==> src/rtl/clq_list_walker.sv <==
`default_nettype none
// ============================================================================
// Module   : clq_list_walker
// Purpose  : Reader-side walker for the clause queue. For each unit literal it
//            fetches the literal's head pointer from the CLQ, follows the
//            linked list of clause nodes through the CLQ read port and streams
//            every node to BCP over a valid/ready handshake, then pulses done.
// Ports    : clk, rst_n (synchronous, active-high despite the name)
//            uc_in/_valid/_ready            - unit literal input
//            wlk2clq_uc_rqst/_valid         - head-pointer request to CLQ
//            clq2wlk_init_ptr/_valid        - head pointer (same-cycle)
//            wlk2clq_cnf_idx, clq2wlk_node  - node read port (same-cycle)
//            clause_out/_lit/_valid/_ready  - clause stream to BCP
//            abort                          - conflict flush
//            done, done_count, err_loop     - completion report
// Node     : {next[PTR_W-1:0], clause[CLAUSE_W-1:0]}, next in the MSBs.
//            Pointer MSB = 1 means NULL.
// Revision : 1.0 - initial release
// ============================================================================
module clq_list_walker #(
    parameter int DEPTH    = 16,
    parameter int PTR_W    = $clog2(DEPTH) + 1,
    parameter int LIT_W    = 8,
    parameter int CLAUSE_W = 16
) (
    input  logic                      clk,
    input  logic                      rst_n,
    input  logic [LIT_W-1:0]          uc_in,
    input  logic                      uc_in_valid,
    output logic                      uc_in_ready,
    output logic [LIT_W-1:0]          wlk2clq_uc_rqst,
    output logic                      wlk2clq_uc_rqst_valid,
    input  logic [PTR_W-1:0]          clq2wlk_init_ptr,
    input  logic                      clq2wlk_init_ptr_valid,
    output logic [PTR_W-1:0]          wlk2clq_cnf_idx,
    input  logic [PTR_W+CLAUSE_W-1:0] clq2wlk_node,
    output logic [PTR_W+CLAUSE_W-1:0] clause_out,
    output logic [LIT_W-1:0]          clause_out_lit,
    output logic                      clause_out_valid,
    input  logic                      clause_out_ready,
    input  logic                      abort,
    output logic                      done,
    output logic [PTR_W-1:0]          done_count,
    output logic                      err_loop
);

    localparam int               NODE_W  = PTR_W + CLAUSE_W;
    localparam logic [PTR_W-1:0] C_DEPTH = PTR_W'(DEPTH);

    localparam logic [1:0] S_IDLE   = 2'd0;
    localparam logic [1:0] S_LOOKUP = 2'd1;
    localparam logic [1:0] S_WALK   = 2'd2;
    localparam logic [1:0] S_DONE   = 2'd3;

    logic [1:0]        r_state;
    logic [1:0]        w_state_nxt;
    logic [LIT_W-1:0]  r_lit;
    logic [PTR_W-1:0]  r_cur_ptr;
    logic [PTR_W-1:0]  r_step;
    logic [NODE_W-1:0] r_clause_out;
    logic              r_clause_valid;

    logic              w_cur_null;
    logic              w_sat;
    logic              w_slot_free;
    logic              w_load;
    logic              w_walk_end;
    logic              w_accept;
    logic              w_init_null;
    logic [PTR_W-1:0]  w_node_next;

    assign w_cur_null  = r_cur_ptr[PTR_W-1];
    assign w_sat       = (r_step == C_DEPTH);
    // Output slot can take a new node when empty or being drained this cycle.
    assign w_slot_free = !r_clause_valid || clause_out_ready;
    // Loop guard: once DEPTH nodes have been emitted no further load happens,
    // even if the list still points somewhere.
    assign w_load      = (r_state == S_WALK) && !w_cur_null && !w_sat && w_slot_free;
    // Walk finishes once nothing more can be loaded and the last node is gone.
    assign w_walk_end  = (r_state == S_WALK) && w_slot_free && (w_cur_null || w_sat);
    assign w_accept    = (r_state == S_IDLE) && uc_in_valid && !abort;
    assign w_init_null = !clq2wlk_init_ptr_valid || clq2wlk_init_ptr[PTR_W-1];
    assign w_node_next = clq2wlk_node[NODE_W-1 -: PTR_W];

    // ---------------- state register ----------------
    always_ff @(posedge clk) begin
        if (rst_n) begin
            r_state <= S_IDLE;
        end else begin
            r_state <= w_state_nxt;
        end
    end

    // ---------------- next-state logic ----------------
    always_comb begin
        w_state_nxt = r_state;
        case (r_state)
            S_IDLE:   if (uc_in_valid) w_state_nxt = S_LOOKUP;
            S_LOOKUP: w_state_nxt = w_init_null ? S_DONE : S_WALK;
            S_WALK:   if (w_walk_end) w_state_nxt = S_DONE;
            S_DONE:   w_state_nxt = S_IDLE;
            default:  w_state_nxt = S_IDLE;
        endcase
        // Abort overrides everything, including a same-cycle accept.
        if (abort) begin
            w_state_nxt = S_IDLE;
        end
    end

    // ---------------- datapath registers ----------------
    always_ff @(posedge clk) begin
        if (rst_n) begin
            r_lit          <= '0;
            r_cur_ptr      <= '0;
            r_step         <= '0;
            r_clause_out   <= '0;
            r_clause_valid <= 1'b0;
        end else begin
            if (w_accept) begin
                r_lit  <= uc_in;
                r_step <= '0;
            end
            if (r_state == S_LOOKUP) begin
                r_cur_ptr <= clq2wlk_init_ptr;
            end
            if (w_load) begin
                r_clause_out   <= clq2wlk_node;
                r_clause_valid <= 1'b1;
                r_cur_ptr      <= w_node_next;
                r_step         <= r_step + PTR_W'(1);
            end else if (w_walk_end) begin
                r_clause_valid <= 1'b0;
            end
            if (abort) begin
                r_clause_valid <= 1'b0;
            end
        end
    end

    // ---------------- outputs ----------------
    always_comb begin
        uc_in_ready           = 1'b0;
        wlk2clq_uc_rqst       = '0;
        wlk2clq_uc_rqst_valid = 1'b0;
        wlk2clq_cnf_idx       = '0;
        done                  = 1'b0;
        done_count            = '0;
        err_loop              = 1'b0;
        // All handshake/report outputs are forced low while reset is held.
        if (!rst_n) begin
            case (r_state)
                S_IDLE: begin
                    uc_in_ready = !abort;
                end
                S_LOOKUP: begin
                    wlk2clq_uc_rqst       = r_lit;
                    wlk2clq_uc_rqst_valid = 1'b1;
                end
                S_WALK: begin
                    wlk2clq_cnf_idx = w_cur_null ? '0 : r_cur_ptr;
                end
                S_DONE: begin
                    if (!abort) begin
                        done       = 1'b1;
                        done_count = r_step;
                        // cur_ptr is frozen once the guard trips, so a
                        // saturated count with a live pointer means a loop.
                        err_loop   = w_sat && !w_cur_null;
                    end
                end
                default: begin
                    uc_in_ready = 1'b0;
                end
            endcase
        end
    end

    assign clause_out       = r_clause_out;
    assign clause_out_valid = r_clause_valid;
    assign clause_out_lit   = r_lit;

endmodule
`default_nettype wire

==> config.mk <==
export PLATFORM = sky130hd
export DESIGN_NAME = clq_list_walker
export DESIGN_NICKNAME = d
export VERILOG_FILES = /design/src/rtl/clq_list_walker.sv
export SDC_FILE = /design/constraint.sdc
export NUM_CORES = 1
export LEC_CHECK = 0
export ABC_AREA = 0
export BUFFER_PORTS_ARGS = -buffer_cell sky130_fd_sc_hd__clkbuf_2
export CORE_ASPECT_RATIO = 0.9
export CORE_MARGIN = 1.5
export CORE_UTILIZATION = 45
export CTS_BUF_LIST = sky130_fd_sc_hd__clkbuf_8
export DETAILED_ROUTE_END_ITERATION = 10
export PLACE_DENSITY = 0.86
export SLEW_MARGIN = 15
export SYNTH_ARGS = -nofsm -noshare
export SYNTH_HDL_FRONTEND = slang
export SYNTH_SLANG_ARGS = --single-unit
==> constraint.sdc <==
create_clock -name clk -period 5.2 [get_ports clk]
set_clock_uncertainty 0.15 [all_clocks]
set_input_delay 1.04 -clock clk [delete_from_list [all_inputs] [get_ports clk]]
set_output_delay 1.04 -clock clk [all_outputs]
set_load 0.005 [all_outputs]
* Word level (Yosys, flattened, before mapping)
Index checks and enable logic that the tools add are counted.
Cells by class: reduce and logical (&&, ||, !) cells 22, mux-type cells 28, equal/unequal tests 6, add/sub/neg operators 1
Operators with widths (number):
- $mux 5 | 7
- $mux 8 | 2
- $mux 1 | 13
- $mux 4 | 3
- $logic_and 1x1->1 | 8
- $pmux 2 s4 | 1
- $reduce_bool 2->1 | 3
- $add 5x1->5 const B | 1
- $eq 5x5->1 const B | 1
- $logic_not 1->1 | 5
- $eq 2x2->1 const B | 2
- $mux 2 | 2
- $ne 2x2->1 const B | 2
- $logic_or 1x1->1 | 3
- $eq 2x1->1 const B | 1
- $logic_not 2->1 | 1
- $reduce_and 2->1 | 1
- $reduce_or 2->1 | 1
Storage, ports and cells: bits of input ports 40, logic and storage cells 63, register bits after elaboration 42

* Logic depth before layout (Yosys ltp)
depth in word-level cells 6, mapped depth 9, mapped depth without buffers 6

* Worst setup path before layout
OpenSTA, ideal clock, no wires.
path type input to output, from input rst_n, to output err_loop, stages on the path 4, arrival time 1.885 ns, slack 2.125 ns, data required time 4.010 ns, path through clkbuf_1 nor2_1 and3_1 and4b_1
On the way: word-level cells in the longest chain between the ends 1
Ends and longest elaborated chain:
- start, declared | line 27 | input logic rst_n,
- $mux 1 | line 150 | if (!rst_n) begin
- end, declared | line 44 | output logic err_loop
No other way between the ends.

* Worst setup path in the final report
Ends and elaborated chain as after synthesis.

==> run_results.csv <==
group,metric,value,unit
synth,yosys-top-cells-area,"dfxtp_1 (45%), nand2_1 (10%), a21oi_1 (8.0%)",
drt,vias,1834,
timing,hold_violations,0,
layout,antennaDiodeCount,0,
synth,yosys_warnings,0,
clocking,cts_buffers,5,
power,power.leakage,0.00116,µW
die,start_util,46.4,%
layout,nets,357,
critical_path,rr_worst_depth,6,
critical_path,critPathKind,"in2out",
drt,routed_wl,4210,µm
synth,synth_top_area_share,44.7,%
synth,synth_top_area_cell,"dfxtp_1",
timing,tightestPinTransition,1.02,ns
critical_path,crit_cells,5,
place,gp_congestion,0.850,
timing,finalCriticalPeriod,3.75,ns
clocking,post_cts_buffers,0,
clocking,clock_sinks,42,
hold_path,holdPathEnd,"clause_out[14]$_SDFFE_PP0P_",
critical_path,cp_cell_sequence,"clkbuf_2 > nor2_1 > and3_1 > and4b_1 > clkbuf_2",
drt,wl_per_cell,11.7,µm
clocking,cts.clk_slew.worst_paths,0.08,ns
critical_path,path_buf_inv,2,
synth,synthesis.nets,275,
job,max-cap-violations,0,
power,vdd_drop_max,0.195,mV
timing,maxSlewHeadroom,32.2,%
synth,yosysMostFrequentCell,"nand2_1",
timing,setup_slack,1.45,ns
hold_path,hold_depth,2,
grt,grt_max_degree,47,
layout,syn2layout_area_growth,30.0,%
clocking,worstSkewPairLatency,0.29,ns
critical_path,cp.required,4.01,ns
critical_path,r2r_setup_slack,2.57,ns
drt,drtIter0Drc,111,
timing,setup_viol,0,
critical_path,crit_path_start_kind,"input port",
critical_path,crit_path_max_incr_delay,0.51,ns
timing,drv_slew,0,
die,die_h,64.3,µm
power,powerDensity,264,nW/µm²
clocking,clk_path_buf_depth,2,
synth,syn_area_per_cell,8.24,µm²
drt,viasPerCell,5.11,
timing,whs,0.307,ns
die,rows,22,
clocking,cts_hold_buf,0,
die,coreArea,4050,µm²
synth,synth_edf_count,0,
layout,drive_above_1_share,33.8,%
hold_path,hold_start,"clause_out[14]$_SDFFE_PP0P_",
synth,ys_ff_latch,42,
critical_path,critPathArrivalTime,2.56,ns
grt,antenna_found_initial,0,
timing,fin_setup_tns,0,ns
place,dp_slack,1.45,ns
critical_path,path_delay_family,"simple AND/OR/NAND/NOR gates",
clocking,ctsResizeCount,0,
hold_path,hold_class,"reg2reg",
layout,utilization,60.4,%
die,io_pins,92,
critical_path,r2r-start,"r_state[0]$_SDFFE_PP0P_",
critical_path,crit_path_end_kind,"output port",
timing,min_period_over_period,72.1,%
synth,yosys.cell_types.count,31,
grt,grtUsageTotal,18.8,%
synth,synth_area,1880,µm²
layout,regArea,841,µm²
outcome,status,"complete, no violations",
critical_path,cp_max_fo,46,
grt,grt_pass1_wl,6890,µm
synth,synth_common_cells,"nand2_1 (50), dfxtp_1 (42), a21oi_1 (30)",
critical_path,reg2reg_to,"r_step[3]$_SDFFE_PP0P_",
grt,grt_overflow,0,
critical_path,crit_top_cell,"clkbuf_2",
layout,fillCellCount,373,
clocking,tritoncts,"yes",
power,finalPower,645,µW
clocking,h-tree-depth,2,
die,dieArea,4570,µm²
place,portBuffers,90,
grt,grt_pass1_vias,1576,
drt,first_pass_iters,4,
clocking,clk_root_buffer_cell,"clkbuf_8",
drt,final_antenna_net_count,0,
synth,seq_area_frac_synth,44.7,%
synth,syn_inst,228,
place,dpl.hpwl,3010,µm
timing,grt_setup_unrepaired,"no",
layout,multiInputGateArea,952,µm²
synth,synth_ff_type,"dfxtp_1",
timing,fmax,0.267,GHz
die,die_w,71.1,µm
synth,async_flop_share,0,%
drt,drc_errors,0,
critical_path,crit_path_top_delay_cell,"nor2_1",
-- cells by family after synthesis --
logic type | count (synthesis) | share of synthesized area (%)
AND/OR/NAND/NOR | 104 | 27.0
flip-flops | 42 | 44.7
AO/OA/AOI/OAI | 39 | 11.6
buffers and inverters | 22 | 4.59
multiplexers | 13 | 7.26
adder cells (fa/ha/maj) | 7 | 4.66
other | 1 | 0.200
-- state kept, by name, summed over array words and instances, names as in the netlist --
| signal | flops |
|---|---|
| clause_out | 21 |
| r_cur_ptr | 5 |
| clause_out_valid | 1 |
| r_state | 2 |
| clause_out_lit | 8 |
| r_step | 5 |
-- layout make-up --
| type | count | share of cell area, % |
|---|---|---|
| clock buffers | 5 | 2.82 |
| well taps | 48 | 2.46 |
| flip-flops and latches | 42 | 34.4 |
| clock inverters | 3 | 1.69 |
| repair buffers | 91 | 18.7 |
| multi-input cells | 164 | 39.0 |
| inverters | 6 | 0.922 |
-- cell usage in the layout (no fill, tap or decap), types with 3 or more instances in the layout --
cell type and n:
clkbuf_2 90, nand2_1 50, dfxtp_1 42, a21oi_1 30
and2_1 13, nor2_1 13, mux2i_1 8, inv_1 7
nand3_1 7, ha_1 7, and3_1 5, mux2_2 5
clkbuf_8 5, nand3b_1 4, a31oi_1 3
-- per-stage QoR --
stage | std cells | instance area (µm²)
detailed placement | 351 | 2330
floorplan | 228 | 1880
finish | 359 | 2440
global placement | 351 | 2330
global route | 359 | 2440
CTS | 359 | 2440
-- worst max-delay path by stage --
stage | to | slack [ns] | start
6_report | err_loop | 1.45 | rst_n
5_1_grt | err_loop | 1.28 | rst_n
4_1_cts | err_loop | 1.46 | rst_n
3_5_place_dp | err_loop | 1.45 | rst_n
3_3_place_gp | err_loop | 1.51 | rst_n
2_1_floorplan | err_loop | 2.13 | rst_n
-- power by group --
part           switching [µW]  internal (µW)
logic                    31.2           29.7
registers                5.51            330
clock network             107            141
-- routing by layer --
| layer | up-vias | share of wire, % | global-route usage [%] |
|---|---|---|---|
| met2 | 57 | 48 | 31.1 |
| li1 | 929 | - | - |
| met1 | 841 | 45 | 23.9 |
| met3 | 7 | 5.9 | 4.10 |
| met4 | 0 | 1.5 | 7.08 |
| met5 | - | 0 | 0 |
-- worst register-to-register path: cells and delay by family, from the launching register on --
| family | cells | cell delay, ns |
|---|---|---|
| and+or+nand+nor | 3 | 1.53 |
| DFF | 1 | 0.35 |
| adders and majority gates | 1 | 0.22 |
| buffers and inverters | 1 | 0.15 |
| AOI/OAI and AO/OA | 1 | 0.15 |
Power figures use the tool's default switching activity.
